==> config.mk <==
export PLATFORM = sky130hd
export DESIGN_NAME = branch_predict_unit
export DESIGN_NICKNAME = d
export VERILOG_FILES = /design/src/rtl/branch_predict_unit.sv
export SDC_FILE = /design/constraint.sdc
export NUM_CORES = 1
export LEC_CHECK = 0
export ABC_AREA = 0
export BUFFER_PORTS_ARGS = -buffer_cell sky130_fd_sc_hd__buf_4
export CAP_MARGIN = 20
export CORE_MARGIN = 1
export CORE_UTILIZATION = 27
export CTS_CLUSTER_SIZE = 40
export DETAILED_ROUTE_END_ITERATION = 7
export HOLD_SLACK_MARGIN = 0.03
export SYNTH_ARGS = -nofsm -noshare
export SYNTH_HDL_FRONTEND = slang
export SYNTH_SLANG_ARGS = --single-unit
export TNS_END_PERCENT = 30
==> constraint.sdc <==
create_clock -name clk -period 3.5 [get_ports clk]
set_input_delay 0.35 -clock clk [delete_from_list [all_inputs] [get_ports clk]]
set_output_delay 0.35 -clock clk [all_outputs]
set_load 0.05 [all_outputs]
==> src/rtl/branch_predict_unit.sv <==
// Dynamic branch predictor: direct-mapped 2-bit counter table plus tagged BTB,
// with execute-stage resolution, mispredict redirect and resolve statistics.
module branch_predict_unit #(
  parameter int PC_WIDTH   = 9,
  parameter int BHT_DEPTH  = 16,
  parameter int STAT_WIDTH = 16
) (
  input  logic                  clk,
  input  logic                  reset,
  input  logic [PC_WIDTH-1:0]   FetchPC,
  output logic                  PredTaken,
  output logic [31:0]           PredTarget,
  input  logic                  ExValid,
  input  logic                  ExBranch,
  input  logic [PC_WIDTH-1:0]   ExPC,
  input  logic [31:0]           ExImm,
  input  logic [31:0]           ExALUResult,
  input  logic                  ExPredTaken,
  input  logic [31:0]           ExPredTarget,
  output logic                  Redirect,
  output logic [31:0]           RedirectPC,
  output logic [STAT_WIDTH-1:0] BranchCount,
  output logic [STAT_WIDTH-1:0] MispredCount
);

  localparam int IDX_W = $clog2(BHT_DEPTH);
  localparam int TAG_W = PC_WIDTH - IDX_W - 2;

  logic [1:0]       r_ctr    [BHT_DEPTH];
  logic             r_valid  [BHT_DEPTH];
  logic [TAG_W-1:0] r_tag    [BHT_DEPTH];
  logic [31:0]      r_target [BHT_DEPTH];

  logic [STAT_WIDTH-1:0] r_branchCount;
  logic [STAT_WIDTH-1:0] r_mispredCount;

  logic [IDX_W-1:0] w_fetchIdx;
  logic [TAG_W-1:0] w_fetchTag;
  logic [IDX_W-1:0] w_exIdx;
  logic [TAG_W-1:0] w_exTag;
  logic [31:0]      w_exPC32;
  logic [31:0]      w_pcFour;
  logic [31:0]      w_pcImm;
  logic             w_actual;
  logic             w_mispredict;
  logic             w_resolve;
  logic [1:0]       w_ctrNext;

  assign w_fetchIdx = FetchPC[IDX_W+1:2];
  assign w_fetchTag = FetchPC[PC_WIDTH-1:IDX_W+2];
  assign w_exIdx    = ExPC[IDX_W+1:2];
  assign w_exTag    = ExPC[PC_WIDTH-1:IDX_W+2];

  // Prediction reads registered state only; a same-cycle resolve is not bypassed.
  assign PredTaken  = r_ctr[w_fetchIdx][1] && r_valid[w_fetchIdx] &&
                      (r_tag[w_fetchIdx] == w_fetchTag);
  assign PredTarget = PredTaken ? r_target[w_fetchIdx] : 32'd0;

  assign w_exPC32 = 32'(ExPC);
  assign w_pcFour = w_exPC32 + 32'd4;
  assign w_pcImm  = w_exPC32 + ExImm;
  assign w_actual = ExBranch && ExALUResult[0];

  assign w_resolve    = ExValid && !reset;
  assign w_mispredict = w_resolve &&
                        ((w_actual != ExPredTaken) ||
                         (w_actual && ExPredTaken && (ExPredTarget != w_pcImm)));

  assign Redirect   = w_mispredict;
  assign RedirectPC = w_mispredict ? (w_actual ? w_pcImm : w_pcFour) : 32'd0;

  always_comb begin
    w_ctrNext = r_ctr[w_exIdx];
    if (w_actual) begin
      if (w_ctrNext != 2'b11) w_ctrNext = w_ctrNext + 2'd1;
    end else begin
      if (w_ctrNext != 2'b00) w_ctrNext = w_ctrNext - 2'd1;
    end
  end

  always_ff @(posedge clk) begin
    if (reset) begin
      for (int i = 0; i < BHT_DEPTH; i++) begin
        r_ctr[i]    <= 2'b01;
        r_valid[i]  <= 1'b0;
        r_tag[i]    <= '0;
        r_target[i] <= 32'd0;
      end
    end else if (ExValid) begin
      if (ExBranch) begin
        r_ctr[w_exIdx] <= w_ctrNext;
        if (w_actual) begin
          r_valid[w_exIdx]  <= 1'b1;
          r_tag[w_exIdx]    <= w_exTag;
          r_target[w_exIdx] <= w_pcImm;
        end
      end else if (ExPredTaken) begin
        // A non-branch hit the BTB through aliasing; drop the stale entry.
        r_valid[w_exIdx] <= 1'b0;
      end
    end
  end

  always_ff @(posedge clk) begin
    if (reset) begin
      r_branchCount  <= '0;
      r_mispredCount <= '0;
    end else begin
      if (ExValid && ExBranch) r_branchCount <= r_branchCount + 1'b1;
      if (w_mispredict)        r_mispredCount <= r_mispredCount + 1'b1;
    end
  end

  assign BranchCount  = r_branchCount;
  assign MispredCount = r_mispredCount;

endmodule

==> impl_results.md, run 1 <==
- Setup tns final: -16440 ps
- CTS tree: done
- Initial core utilization: 27.2%
- R2R setup slack: 920 ps
- Simple-gate share of the synthesized area: 14.7%
- Register area: 18900 µm²
- Final Max Slew Viols: 0
- Wire length per cell: 24.0 µm
- Mean Syn Cell Area: 13.5 µm²
- Most common cell after layout, fill and taps aside: edfxtp_1
- DR vias/cell: 5.02
- Area of the multi-input gates: 11600 µm²
- First-pass DRT Iterations: 5
- Remaining DRCs: 0
- CTS root buf: clkbuf_16
- Total GRT Usage: 16.9%
- Hold Slack: 289 ps
- Fin nets: 2702
- XOR/XNOR Fraction of Synth Area: 2.66%
- DR vias: 20700
- Synth Area in Adders: 0.753%
- Layout cells sized above 1: 33.2%
- Yosys cell types: 82
- Final core occ: 34.2%
- Worst r2r src: r_ctr[4][1]
- Slew HR: 32.9%
- Final worst clock skew: 27.6 ps
- Status: finished with violations
- Die area: 115000 µm²
- Combinational family with the most area after synthesis: simple AND/OR/NAND/NOR gates
- Warnings from Yosys: 0
- Initial antenna violation count: 3
- Commonest non-fill, non-tap cells in the layout: edfxtp_1, nor2_1, buf_4
- Iteration-0 DRC Markers: 2068
- RSZ-0062 raised after global routing: true
- ANT cells: 0
- H-Tree Depth: 3
- Fmax: 0.248 GHz
- Final hold vios: 0
- Hold depth: 5
- Mapped Cells: 2263
- Area Overhead vs Synth: 25.6%
- Setup ws final: -539 ps
- Fill count: 11000
- Core area: 112000 µm²
- Worst Path Arrival: 3690 ps
- Largest net degree at the start of global routing: 90
- Crit-path max FO: 5
- # clock sinks: 640
- Maxcap violations: 0
- Pre-CTS WS: -814 ps
- VDD IR max: 0.000296 V
- Cts bufs inserted: 68
- Crit path launch type: primary input
- DPL Wire Length: 62.3 mm
- Critical path required time: 3150 ps
- CTS Buffer Depth: 3
- DRT Wirelength: 98.9 mm
- Crit path time final: 4040 ps
- Post-synthesis compound-gate area fraction: 3.40%
- Worst-Margin Slew: 1010 ps
- Asr flop ratio synth: 0%
- Post-synthesis mux area share: 13.8%
- First-pass GRT wire length: 143 mm
- HP Class: primary input to flop
- Gpl congestion: 0.922
- Startpoint of the worst hold path: ExValid
- Final setup fails: 39
- GRT Residual Overflow: 0
- Seq cells post-synth: 640
- Path depth of the worst reg2reg path: 6
- Sequential element share of the synthesized area: 61.8%
- PortBufs: 183
- Critical Path End Type: primary output
- WHS Endpoint: BranchCount[1]
- Clock slew at reported path FFs: 60 ps
- Static Leakage: 13.6 nW
- Violated checks: negative setup slack
- Die Span X: 339 µm
- Post-DRT Antenna Nets: 0
- Number of flops mapped to enable cells by yosys: 608
- Prevailing post-synth register cell: edfxtp_1
- R2r endpoint: r_ctr[9][0]
- Vias in the first global route: 20700
- DIE HEIGHT: 339 µm
- PwrDens: 475 nW/µm²
- Setup Crit Path Kind: primary input to primary output
- Top-level I/O count: 217
- Mapped Nets: 2399
- Mapped Area: 30600 µm²
- Clock Latency Late Sink: 620 ps
- Row Count: 123
- Tcrit/Tclk final: 115%
-- registers in the layout (all words and copies together), names as in the netlist --
name and count:
r_target 512, r_tag 48, r_ctr 32, BranchCount 16
MispredCount 16, r_valid 16
-- synthesized netlist by cell type, types with 4 or more instances --
library cell	n	area share [%]
buf_6	4	0.15
o21ai_1	5	0.082
nor2_1	576	7.1
buf_2	12	0.20
nand2b_1	27	0.55
a21oi_1	29	0.47
clkbuf_1	155	1.9
xor2_1	34	0.97
o31ai_1	8	0.20
or4_1	11	0.27
nand3_1	51	0.83
edfxtp_1	608	60
xnor2_1	44	1.3
or2_2	8	0.16
a311oi_1	4	0.11
inv_1	27	0.33
a211oi_1	4	0.098
a2111oi_0	6	0.17
and2_1	72	1.5
a21o_1	10	0.25
o21bai_1	29	0.71
o21ai_0	11	0.18
buf_1	15	0.18
nand4_1	20	0.41
nor2b_1	39	0.80
mux4_2	186	14
a31oi_1	6	0.12
dfxtp_1	32	2.1
and4_1	10	0.29
and3_1	37	0.76
nand2_1	69	0.85
nor4_1	6	0.12
ha_1	16	0.65
o211ai_1	5	0.12
buf_4	4	0.098
nor3_1	16	0.26
-- area by class of cell --
cell class              instances  share of cell area [%]
clock buffers                  81                    4.56
clock inverters                41                    1.13
inverters                      27                   0.264
multi-input cells            1406                    30.2
flip-flops and latches        640                    49.2
well taps                    1500                    4.89
repair buffers                423                    9.83
-- cell families (layout without fill, tap and decap cells) --
family | Yosys count | after routing
buffers and inverters | 217 | 572
muxes | 189 | 189
xor gates and xnor gates | 85 | 85
adders and majority gates | 18 | 18
and+or+nand+nor | 969 | 969
AOI/OAI and AO/OA | 145 | 145
DFF | 640 | 640
-- worst max-delay path: stages --
cell      delay, ps
buf_8           100
buf_6           110
fa_2            410
a211oi_4        320
nor2_2          100
xnor2_2         170
xor2_1          280
nand4_1         190
nor4b_2         370
and4_1          250
and3_4          190
and2_4          140
or3_4           130
buf_12          150
buf_16          170
nor2_2           50
buf_6           150
-- per-stage QoR --
stage	instance area (µm²)	cells	power, mW
2_1_floorplan	30800	2263	10.2
5_1_grt	38400	4118	18.7
6_report	38400	4118	18.2
4_1_cts	38100	4114	18.3
3_3_place_gp	35400	3982	11.2
3_5_place_dp	35400	3982	11.2
-- power breakdown --
part           total, mW  switching [mW]  leakage [nW]  internal, mW
clock               7.12            3.12          1.06          4.00
combinational       2.28            1.34          6.56         0.944
sequential          8.83           0.103          6.02          8.73
-- per-layer routing --
metal	global-route usage [%]	share of wire, %	vias up
li1	-	-	8925
met1	23.7	42	10600
met2	27.7	48	979
met3	2.20	7.9	133
met4	4.21	2.1	2
met5	0	0.0071	-
-- how the worst max path moves through the flow --
stage          startpoint              to  cells past startpoint
2_1_floorplan     ExPC[0]   RedirectPC[0]                     15
3_5_place_dp      ExPC[1]  RedirectPC[10]                     16
6_report          ExPC[1]  RedirectPC[25]                     17
3_3_place_gp      ExPC[1]  RedirectPC[10]                     16
4_1_cts           ExPC[1]  RedirectPC[12]                     17
5_1_grt          ExImm[1]   RedirectPC[6]                     17
-- what timing repair did --
item | 4_1_cts | 5_1_grt
cloned | 3 | 0
setup endpoints to repair | 59 | 62
setup buffers | 7 | 6
resized for setup | 86 | 57
pin swaps | 24 | 21
endpoints found under the hold margin | 0 | 0
hold buffers | 0 | 0
Power figures use the tool's default switching activity.
==> run 2, diff against run 1 <==
--- a/config.mk
+++ b/config.mk
@@ -7,12 +7,13 @@
 export LEC_CHECK = 0
 export ABC_AREA = 0
 export BUFFER_PORTS_ARGS = -buffer_cell sky130_fd_sc_hd__buf_4
-export CAP_MARGIN = 20
+export CORE_ASPECT_RATIO = 0.9
 export CORE_MARGIN = 1
 export CORE_UTILIZATION = 27
 export CTS_CLUSTER_SIZE = 40
 export DETAILED_ROUTE_END_ITERATION = 7
 export HOLD_SLACK_MARGIN = 0.03
+export PLACE_DENSITY = 0.42
 export SYNTH_ARGS = -nofsm -noshare
 export SYNTH_HDL_FRONTEND = slang
 export SYNTH_SLANG_ARGS = --single-unit
==> impl_results.md, run 2 (synthesis gave the netlist of run 1 again) <==
- PwrDens: 491 nW/µm² (was 475 nW/µm²)
- Pre-CTS WS: -1020 ps (was -814 ps)
- Row Count: 116 (was 123)
- Worst-Margin Slew: 741 ps (was 1010 ps)
- Critical path required time: 3150 ps (about the same)
- Iteration-0 DRC Markers: 1744 (was 2068)
- Final worst clock skew: 13.0 ps (was 27.6 ps)
- Setup tns final: -16390 ps (was -16440 ps)
- DRT Wirelength: 109 mm (was 98.9 mm)
- Clock Latency Late Sink: 640 ps (was 620 ps)
- GRT Residual Overflow: 0 (unchanged)
- Worst Path Arrival: 3760 ps (was 3690 ps)
- DPL Wire Length: 68.6 mm (was 62.3 mm)
- Clock share of power: 41.4% (was 39.0%)
- Gpl congestion: 0.850 (was 0.922)
- H-Tree Depth: 3 (unchanged)
- Crit-path cells: buf_8 -> ha_4 -> fa_2 -> a211oi_4 -> o21ai_2 -> o22a_4 -> o211a_1 -> nor3_2 -> nor4b_2 -> and4_1 -> and3_4 -> and2_4 -> or3_4 -> buf_12 -> buf_16 -> nor2_2 -> buf_6 (was buf_8 -> buf_6 -> fa_2 -> a211oi_4 -> nor2_2 -> xnor2_2 -> xor2_1 -> nand4_1 -> nor4b_2 -> and4_1 -> and3_4 -> and2_4 -> or3_4 -> buf_12 -> buf_16 -> nor2_2 -> buf_6)
- Most common cell after layout, fill and taps aside: edfxtp_1 (unchanged)
- Maxcap violations: 0 (unchanged)
- Top reg by flops: r_target (unchanged)
- Hold buffers post-CTS: 0 (unchanged)
- Register area: 18900 µm² (unchanged)
- Static Leakage: 13.9 nW (was 13.6 nW)
- Gate power share: 12.4% (was 12.5%)
- Critical Path End Type: primary output (unchanged)
- Seq pwr share: 46.2% (was 48.4%)
- Initial core utilization: 27.4% (was 27.2%)
- Final hold vios: 0 (unchanged)
- Wire length per cell: 26.4 µm (was 24.0 µm)
- CTS tree: done (unchanged)
- Commonest non-fill, non-tap cells in the layout: edfxtp_1, nor2_1, buf_4 (unchanged)
- Status: finished with violations (unchanged)
- Fmax: 0.244 GHz (was 0.248 GHz)
- Setup Crit Path Kind: primary input to primary output (unchanged)
- PortBufs: 183 (unchanged)
- Top flop regs: r_target: 512 flops, r_tag: 48 flops, r_ctr: 32 flops (unchanged)
- Layout cells sized above 1: 33.7% (was 33.2%)
- # clock sinks: 640 (unchanged)
- Largest register FFs: 512 (unchanged)
- Die area: 115000 µm² (about the same)
- Setup ws final: -606 ps (was -539 ps)
- Tot Pwr: 19.1 mW (was 18.2 mW)
- Cts bufs inserted: 77 (was 68)
- Clock slew at reported path FFs: 60 ps (about the same)
- Crit path buf inv count: 4 (was 5)
- DIE HEIGHT: 321 µm (was 339 µm)
- Total GRT Usage: 19.0% (was 16.9%)
- Area Overhead vs Synth: 27.1% (was 25.6%)
- First-pass GRT wire length: 155 mm (was 143 mm)
- Final std cells w/o fill: 4125 (was 4118)
- VDD IR max: 0.000323 V (was 0.000296 V)
- Remaining DRCs: 0 (unchanged)
- DR vias: 20500 (was 20700)
- Die Span X: 357 µm (was 339 µm)
- Initial antenna violation count: 5 (was 3)
- Final setup fails: 33 (was 39)
- Fill count: 10900 (was 11000)
- Crit path launch type: primary input (unchanged)
- Switch Pwr: 4.73 mW (was 4.56 mW)
- DR vias/cell: 4.98 (was 5.02)
- Core area: 112000 µm² (about the same)
- CTS Buffer Depth: 3 (unchanged)
- Vias in the first global route: 21500 (was 20700)
- Top-level I/O count: 217 (unchanged)
- Fin nets: 2731 (was 2702)
- Final Max Slew Viols: 0 (unchanged)
- Largest net degree at the start of global routing: 62 (was 90)
- Hold Slack: 262 ps (was 289 ps)
- Post-DRT Antenna Nets: 0 (unchanged)
- First-pass DRT Iterations: 5 (unchanged)
- RSZ-0062 raised after global routing: true (unchanged)
- HP Class: primary input to flop (unchanged)
- Violated checks: negative setup slack (unchanged)
- Crit path time final: 4110 ps (was 4040 ps)
- Int Power: 14.4 mW (was 13.7 mW)
- CP top delay family: simple AND/OR/NAND/NOR gates (unchanged)
- Worst path slowest cell: fa_2 (unchanged)
- Slew HR: 50.6% (was 32.9%)
- Cell total after placement: 3982 (unchanged)
- Critical path's largest stage delay: 390 ps (was 410 ps)
- Area of the multi-input gates: 11500 µm² (was 11600 µm²)
- Switching portion of total power: 24.8% (was 25.0%)
- Tcrit/Tclk final: 117% (was 115%)
- Crit-path max FO: 5 (unchanged)
- CTS root buf: clkbuf_16 (unchanged)
==> run 2: worst min-delay path, cell delays in order <==
cell	delay (ps)
buf_4	90
nand2_1	60
buf_4	200
nand2_1	90
a21oi_1	60
==> run 2: metrics by stage <==
| stage | instance area [µm²] | utilization (%) |
|---|---|---|
| global placement | 35700 | 31.9 |
| detailed placement | 35700 | 31.9 |
| floorplan | 30800 | - |
| CTS | 38700 | 34.6 |
| finish | 38900 | 34.8 |
| global route | 38900 | 34.8 |
==> run 2: what timing repair did <==
item / 4_1_cts / 5_1_grt
setup endpoints to repair: 55 / 59
cloned: 3 / 0
buffers inserted: 4 / 2
pin swaps: 11 / 9
gates resized for setup: 84 / 44
==> run 2: power by group through the flow <==
stage | Combinational [mW] | Clock (mW) | Sequential [mW]
2_1_floorplan | 1.24 | 0 | 8.97
4_1_cts | 2.36 | 8.09 | 8.83
3_3_place_gp | 2.28 | 0 | 8.97
3_5_place_dp | 2.29 | 0 | 8.99
5_1_grt | 2.51 | 8.36 | 8.86
6_report | 2.36 | 7.91 | 8.83
==> run 2: path summary, 6_finish.rpt <==
path | from | to | slack (ps) | depth (start not counted)
setup / recovery | ExPC[0] | RedirectPC[25] | -610 | 17
hold / removal | ExValid | BranchCount[1] | 260 | 5
setup reg to reg | r_ctr[14][1] | r_ctr[2][0] | 900 | 6
hold reg to reg | BranchCount[1] | BranchCount[1] | 520 | 2
==> run 2: final cells by class <==
class	instances	share of cell area [%]
clock buffer	100	5.37
inverter	27	0.261
antenna	1	0.00644
timing repair buffer	443	10.3
multi-input combinational	1406	29.7
tap	1475	4.75
sequential	640	48.6
clock inverter	33	0.988
==> run 2: metal layers <==
metal | vias to the layer above | track usage (%) | wire length (µm)
met5 | - | 0 | 9
met4 | 2 | 4.15 | 2120
met3 | 122 | 3.23 | 6460
met2 | 734 | 30.5 | 50800
met1 | 10700 | 26.8 | 49400
li1 | 8987 | - | -
